`config.mk`:
```
export PLATFORM = sky130hd
export DESIGN_NAME = ldl_fifo_ws_v2_flat
export DESIGN_NICKNAME = d
export VERILOG_FILES = /design/src/rtl/ldl_fifo_ws_v2_pkg.sv /design/src/rtl/ldl_fifo_ws_v2_if.sv /design/src/rtl/ldl_bin2gray_reg.sv /design/src/rtl/ldl_fifo_ws_v2.sv /design/src/flat_wrapper.sv
export SDC_FILE = /design/constraint.sdc
export NUM_CORES = 1
export LEC_CHECK = 0
export CAP_MARGIN = 20
export CORE_AREA = 2 2 81 83
export DETAILED_ROUTE_END_ITERATION = 16
export DIE_AREA = 0 0 83 85
export HOLD_SLACK_MARGIN = 0.12
export PLACE_DENSITY_LB_ADDON = 0.12
export SKIP_LAST_GASP = 1
export SLEW_MARGIN = 20
export SYNTH_ARGS = -nofsm -noshare
export SYNTH_HDL_FRONTEND = slang
export SYNTH_HIERARCHICAL = 1
export SYNTH_SLANG_ARGS = --single-unit
```
`constraint.sdc`:
```
create_clock -name clk_i -period 14 [get_ports clk_i]
set_input_delay 2.8 -clock clk_i [delete_from_list [all_inputs] [get_ports clk_i]]
set_output_delay 2.8 -clock clk_i [all_outputs]
set_load 0.01 [all_outputs]
```
`src/rtl/ldl_fifo_ws_v2_pkg.sv`:
```
// rtl/ldl_fifo_ws_v2_pkg.sv - shared Gray-code and depth helpers for the LDL FIFO pointer blocks
package ldl_fifo_pkg;

    // Number of RAM entries for a given address width
    function automatic int unsigned depth_of(input int unsigned aw);
        return 32'd1 << aw;
    endfunction

    // Binary to reflected Gray; callers truncate to their pointer width
    function automatic logic [31:0] bin2gray(input logic [31:0] b);
        return b ^ (b >> 1);
    endfunction

    // Reflected Gray back to binary; used by the read-side block
    function automatic logic [31:0] gray2bin(input logic [31:0] g);
        logic [31:0] b;
        b[31] = g[31];
        for (int i = 30; i >= 0; i--) begin
            b[i] = b[i+1] ^ g[i];
        end
        return b;
    endfunction

endpackage

```
`src/rtl/ldl_fifo_ws_v2_if.sv`:
```
// rtl/ldl_fifo_ws_v2_if.sv - producer-facing bus of the LDL FIFO write-side controller
interface ldl_fifo_ws_v2_if #(
    parameter int AW = 8,
    parameter int WN = 4
);
    localparam int NW = $clog2(WN + 1);

    logic          we;
    logic [NW-1:0] wn;
    logic [AW:0]   afull_th;
    logic          ovf_clr;
    logic          hwm_clr;
    logic [AW:0]   r_pt;
    logic [AW-1:0] wa;
    logic          mw;
    logic [AW:0]   w_pt;
    logic [AW:0]   w_pt_gray;
    logic [AW:0]   wcnt;
    logic [AW:0]   free;
    logic          full;
    logic          afull;
    logic          ovf;
    logic [AW:0]   hwm;

    modport master (
        output we, wn, afull_th, ovf_clr, hwm_clr, r_pt,
        input  wa, mw, w_pt, w_pt_gray, wcnt, free, full, afull, ovf, hwm
    );

    modport slave (
        input  we, wn, afull_th, ovf_clr, hwm_clr, r_pt,
        output wa, mw, w_pt, w_pt_gray, wcnt, free, full, afull, ovf, hwm
    );

endinterface

```
`src/rtl/ldl_bin2gray_reg.sv`:
```
// rtl/ldl_bin2gray_reg.sv - registered binary-to-Gray converter for pointer export across clocks
module ldl_bin2gray_reg
    import ldl_fifo_pkg::*;
#(
    parameter int W = 9
) (
    input  logic         clk_i,
    input  logic         rst_ni,
    input  logic [W-1:0] bin_i,
    output logic [W-1:0] gray_o
);

    logic [W-1:0] gray_q;
    logic [W-1:0] gray_d;

    assign gray_d = W'(bin2gray(32'(bin_i)));
    assign gray_o = gray_q;

    // Register the Gray value so the exported bus changes only at the clock edge
    always_ff @(posedge clk_i or negedge rst_ni) begin
        if (!rst_ni) begin
            gray_q <= '0;
        end else begin
            gray_q <= gray_d;
        end
    end

endmodule

```
`src/rtl/ldl_fifo_ws_v2.sv`:
```
// rtl/ldl_fifo_ws_v2.sv - multi-entry write-side pointer and flag controller for LDL FIFOs
module ldl_fifo_ws_v2
    import ldl_fifo_pkg::*;
#(
    parameter int AW = 8,
    parameter int WN = 4
) (
    input  logic                clk_i,
    input  logic                rst_ni,
    ldl_fifo_ws_v2_if.slave     bus
);

    localparam int          NW    = $clog2(WN + 1);
    localparam logic [AW:0] DEPTH = (AW+1)'(depth_of(AW));
    localparam logic [NW-1:0] WN_L = NW'(WN);

    logic [AW:0] w_pt_q;
    logic [AW:0] w_pt_d;
    logic        ovf_q;
    logic        ovf_d;
    logic [AW:0] hwm_q;
    logic [AW:0] hwm_d;
    logic [AW:0] gray_q;

    logic [AW:0] wn_ext;
    logic [AW:0] wcnt;
    logic [AW:0] free;
    logic        req;
    logic        legal;
    logic        acc;
    logic        rej;

    // Occupancy and flags come straight from the two pointers; a read landing this
    // cycle is only seen next cycle, so free space is conservative
    assign wn_ext = (AW+1)'(bus.wn);
    assign wcnt   = w_pt_q - bus.r_pt;
    assign free   = DEPTH - wcnt;

    // A beat is all-or-nothing; reset aborts any beat in flight
    assign req   = rst_ni & bus.we & (bus.wn != '0);
    assign legal = (bus.wn <= WN_L);
    assign acc   = req & legal & (wn_ext <= free);
    assign rej   = req & ~(legal & (wn_ext <= free));

    // Next-state values for pointer, sticky overflow and high-water mark
    always_comb begin
        w_pt_d = acc ? (w_pt_q + wn_ext) : w_pt_q;
        ovf_d  = rej ? 1'b1 : (bus.ovf_clr ? 1'b0 : ovf_q);
        hwm_d  = bus.hwm_clr ? wcnt : ((wcnt > hwm_q) ? wcnt : hwm_q);
    end

    // Pointer, overflow and high-water state
    always_ff @(posedge clk_i or negedge rst_ni) begin
        if (!rst_ni) begin
            w_pt_q <= '0;
            ovf_q  <= 1'b0;
            hwm_q  <= '0;
        end else begin
            w_pt_q <= w_pt_d;
            ovf_q  <= ovf_d;
            hwm_q  <= hwm_d;
        end
    end

    // Gray copy is built from the next pointer so it never lags the binary one
    ldl_bin2gray_reg #(
        .W (AW + 1)
    ) u_gray (
        .clk_i  (clk_i),
        .rst_ni (rst_ni),
        .bin_i  (w_pt_d),
        .gray_o (gray_q)
    );

    assign bus.wa        = w_pt_q[AW-1:0];
    assign bus.mw        = acc;
    assign bus.w_pt      = w_pt_q;
    assign bus.w_pt_gray = gray_q;
    assign bus.wcnt      = wcnt;
    assign bus.free      = free;
    assign bus.full      = (wcnt == DEPTH);
    assign bus.afull     = (wcnt >= bus.afull_th);
    assign bus.ovf       = ovf_q;
    assign bus.hwm       = hwm_q;

`ifndef SYNTHESIS
    // Oversized requests and an out-of-range read pointer are producer/integration bugs
    always_ff @(posedge clk_i) begin
        if (rst_ni) begin
            assert (!(bus.we && !legal));
            assert (wcnt <= DEPTH);
        end
    end
`endif

endmodule
```
`src/flat_wrapper.sv`:
```
// flat-port wrapper written by rule: the top's interface ports become plain ports
module ldl_fifo_ws_v2_flat import ldl_fifo_pkg::*;
#(
    parameter int AW = 8,
    parameter int WN = 4
)
  (clk_i, rst_ni, bus_we, bus_wn, bus_afull_th, bus_ovf_clr, bus_hwm_clr, bus_r_pt, bus_wa, bus_mw, bus_w_pt, bus_w_pt_gray, bus_wcnt, bus_free, bus_full, bus_afull, bus_ovf, bus_hwm);
  ldl_fifo_ws_v2_if #(.AW(AW), .WN(WN)) bus_i ();
  input  logic clk_i;
  input  logic rst_ni;
  input wire logic [$bits(bus_i.we)-1:0] bus_we;
  input wire logic [$bits(bus_i.wn)-1:0] bus_wn;
  input wire logic [$bits(bus_i.afull_th)-1:0] bus_afull_th;
  input wire logic [$bits(bus_i.ovf_clr)-1:0] bus_ovf_clr;
  input wire logic [$bits(bus_i.hwm_clr)-1:0] bus_hwm_clr;
  input wire logic [$bits(bus_i.r_pt)-1:0] bus_r_pt;
  output wire logic [$bits(bus_i.wa)-1:0] bus_wa;
  output wire logic [$bits(bus_i.mw)-1:0] bus_mw;
  output wire logic [$bits(bus_i.w_pt)-1:0] bus_w_pt;
  output wire logic [$bits(bus_i.w_pt_gray)-1:0] bus_w_pt_gray;
  output wire logic [$bits(bus_i.wcnt)-1:0] bus_wcnt;
  output wire logic [$bits(bus_i.free)-1:0] bus_free;
  output wire logic [$bits(bus_i.full)-1:0] bus_full;
  output wire logic [$bits(bus_i.afull)-1:0] bus_afull;
  output wire logic [$bits(bus_i.ovf)-1:0] bus_ovf;
  output wire logic [$bits(bus_i.hwm)-1:0] bus_hwm;
  assign bus_i.we = bus_we;
  assign bus_i.wn = bus_wn;
  assign bus_i.afull_th = bus_afull_th;
  assign bus_i.ovf_clr = bus_ovf_clr;
  assign bus_i.hwm_clr = bus_hwm_clr;
  assign bus_i.r_pt = bus_r_pt;
  assign bus_wa = bus_i.wa;
  assign bus_mw = bus_i.mw;
  assign bus_w_pt = bus_i.w_pt;
  assign bus_w_pt_gray = bus_i.w_pt_gray;
  assign bus_wcnt = bus_i.wcnt;
  assign bus_free = bus_i.free;
  assign bus_full = bus_i.full;
  assign bus_afull = bus_i.afull;
  assign bus_ovf = bus_i.ovf;
  assign bus_hwm = bus_i.hwm;
  ldl_fifo_ws_v2 #(.AW(AW), .WN(WN)) u_core (.clk_i(clk_i), .rst_ni(rst_ni), .bus(bus_i));
endmodule
```
==> results.json <==
{
  "ctsResizeCount": 0,
  "power_density_nw_per_um2": 244.0,
  "crit_arrival_ns": 6.95,
  "ctsRootBufferMaster": "clkbuf_8",
  "rsz0062_at_grt": "no",
  "clkSlewWorstSetupHoldPaths_ns": 0.09,
  "post_cts_buffers": 0,
  "drc": 0,
  "seq_power_share_pct": 17.5,
  "max-clock-path-buffers": 2,
  "outcome": "finished, final reports clean",
  "pwr-share-comb_pct": 76.9,
  "ys.flop_type": "dfrtp_1",
  "vias": 1905,
  "area_growth_pct": 37.65,
  "total_power_uw": 801.4,
  "p_int_uw": 456.8,
  "clock_skew_ns": 0.008917,
  "hpwlAfterDp_mm": 4.393,
  "ys_types": 46,
  "wl_per_cell_um": 13.51,
  "ctsHoldBuffers": 0,
  "coreArea_um2": 6205,
  "htree_num_levels": 1,
  "synth_edf_count": 0,
  "cts_buffers": 3,
  "first_iter_violations": 40,
  "grt_pass1_vias": 1843,
  "end_kind": "primary output",
  "synth_fp_nets": 305,
  "antennaDiodeCount": 0,
  "timing.final.crit_period_ns": 9.748,
  "synth_seq_cells": 28,
  "port_buffers": 82,
  "setup_viol": 0,
  "ir_drop_mv": 0.1290,
  "required_ns": 11.20,
  "start_kind": "input pin",
  "dieArea_um2": 7055,
  "power_switching_uw": 344.6,
  "finalHoldViolCount": 0,
  "avgSynthCellArea_um2": 9.819,
  "globalRouteTotalUtil_pct": 15.43,
  "place_congestion": 0.8859,
  "num_rows": 29,
  "leakage_nw": 1.586,
  "fmax_mhz": 102.6,
  "setup_tns_ns": 0,
  "avgViaCountPerCell": 4.798,
  "grt_pass1_wl_mm": 8.866,
  "synth_top_cell_by_area": "dfrtp_1",
  "yosysSeqAreaShare_pct": 29.37,
  "worst_pin_slew_ns": 0.6527,
  "dp_slack_ns": 4.230,
  "relSlewSlack_pct": 56.35,
  "ant_nets": 0,
  "path_class": "in2out",
  "die_h_um": 85,
  "min_period_over_period_pct": 69.63,
  "dr.pass1.iters": 4,
  "synth.most_common_cell": "inv_1",
  "swShare_pct": 43.00,
  "synthArstFlopShare_pct": 100.0,
  "drive_gt1_share_pct": 8.438,
  "start_util_pct": 38.46,
  "syn_area_um2": 2386,
  "nets": 384,
  "synthTopCellsByCount": "inv_1, ha_1, dfrtp_1",
  "nFillCells": 601,
  "fp.dieW_um": 83,
  "antenna_found_initial": 0,
  "clock_sinks": 28,
  "grt_max_degree": 31,
  "synthCells": 243,
  "final_util_pct": 52.93,
  "drt_wl_total_mm": 5.362,
  "drv_slew": 0,
  "maxCapViolCount": 0,
  "clock_latency_ns": 0.28,
  "ios": 83,
  "synth.area.top_cells": "dfrtp_1, ha_1, inv_1, xnor2_1, xor2_1",
  "synth_top_area_share_pct": 29.37,
  "ys.warnings.count": 6,
  "setup_slack_ns": 4.252,
  "cts_tree": "yes",
  "crit_fanout": 9,
  "clkPwrFrac_pct": 5.6,
  "hold_path_class": "reg2reg",
  "gr-total-overflow": 0
}
-- metrics by stage --
| stage | hold slack (ns) | area, um^2 | cells |
|---|---|---|---|
| 3_3_place_gp | 0.5244 | 3243 | 394 |
| 6_report | 0.5421 | 3284 | 397 |
| 3_5_place_dp | 0.5231 | 3243 | 394 |
| 4_1_cts | 0.5450 | 3284 | 397 |
| 5_1_grt | 0.5630 | 3284 | 397 |
| 2_1_floorplan | 0.5706 | 2386 | 243 |
-- power groups by stage --
stage / Combinational (mW) / Sequential (mW) / Clock (mW)
after floorplan: 0.363 / 0.153 / 0
after global placement: 0.620 / 0.143 / 0
after detailed placement: 0.625 / 0.143 / 0
after CTS: 0.628 / 0.142 / 0.0472
after global routing: 0.684 / 0.146 / 0.0501
final: 0.616 / 0.141 / 0.0445
-- critical path, stage by stage --
cell,delay (ns)
clkdlybuf4s50_1,0.49
ha_1,0.14
inv_1,0.04
fa_1,0.41
a211oi_1,0.32
nor2_1,0.10
xor2_1,0.53
nor3_1,0.18
nor2b_1,0.19
nand2_1,0.08
nor2_1,0.04
ha_1,0.29
a311oi_1,0.35
o2111ai_4,0.28
nand2b_4,0.19
inv_1,0.05
clkdlybuf4s50_1,0.47
-- cell type report --
class | instances | area (um^2) | area share, %
repair buffers | 84 | 835.8 | 25.45
flip-flops and latches | 28 | 700.7 | 21.33
multi-input cells | 165 | 1460 | 44.46
well taps | 77 | 96.34 | 2.933
clock buffers | 3 | 41.29 | 1.257
inverters | 40 | 150.1 | 4.571
-- path summary, 6_finish.rpt --
kind                                    startpoint                end  slack [ns]  depth (start not counted)
worst max-delay path                   bus_r_pt[0]             bus_mw        4.25                         17
worst min-delay path             u_core/bus.hwm[5]  u_core/bus.hwm[5]        0.54                          1
worst max register to register  u_core/bus.w_pt[0]  u_core/bus.hwm[8]        9.69                         17
worst min register to register   u_core/bus.hwm[5]  u_core/bus.hwm[5]        0.54                          1
max in group asynchronous                   rst_ni  u_core/bus.hwm[8]       10.79                          2
min in group asynchronous                   rst_ni  u_core/bus.hwm[1]        2.91                          2
-- sequential cells by signal, indices dropped and copies added, names as in the netlist --
name / cells
u_core/bus.w_pt: 9
u_core/u_gray/gray_o: 9
u_core/bus.hwm: 9
u_core/bus.ovf: 1
-- cells by family (layout without fill, tap and decap cells) --
family | count (synthesis) | count (layout) | share of synthesized area (%)
AO/OA/AOI/OAI | 38 | 38 | 12.79
XOR/XNOR | 25 | 25 | 9.964
adder cells (fa/ha/maj) | 38 | 38 | 20.40
buffers and inverters | 50 | 127 | 9.439
flip-flops | 28 | 28 | 29.37
multiplexers | 12 | 12 | 5.768
AND/OR/NAND/NOR | 52 | 52 | 12.27
-- layout by cell type (no fill, tap or decap), types with 9 or more instances in the layout --
cell,n
xnor2_1,15
a21o_1,9
clkdlybuf4s50_1,82
xor2_1,9
nor2_1,12
a21oi_1,9
inv_1,40
ha_1,34
nand2_1,10
dfrtp_1,28
-- metal layers --
| metal | vias up | part of all wire, % | GRT usage [%] | wire [um] |
|---|---|---|---|---|
| met5 | - | 0 | 0 | 0 |
| met3 | 5 | 5.2 | 3.016 | 278 |
| li1 | 976 | - | - | - |
| met1 | 872 | 46 | 19.90 | 2445 |
| met4 | 0 | 1.1 | 4.471 | 57 |
| met2 | 52 | 48 | 26.39 | 2581 |
No activity file was read; power rests on OpenSTA's default activity.
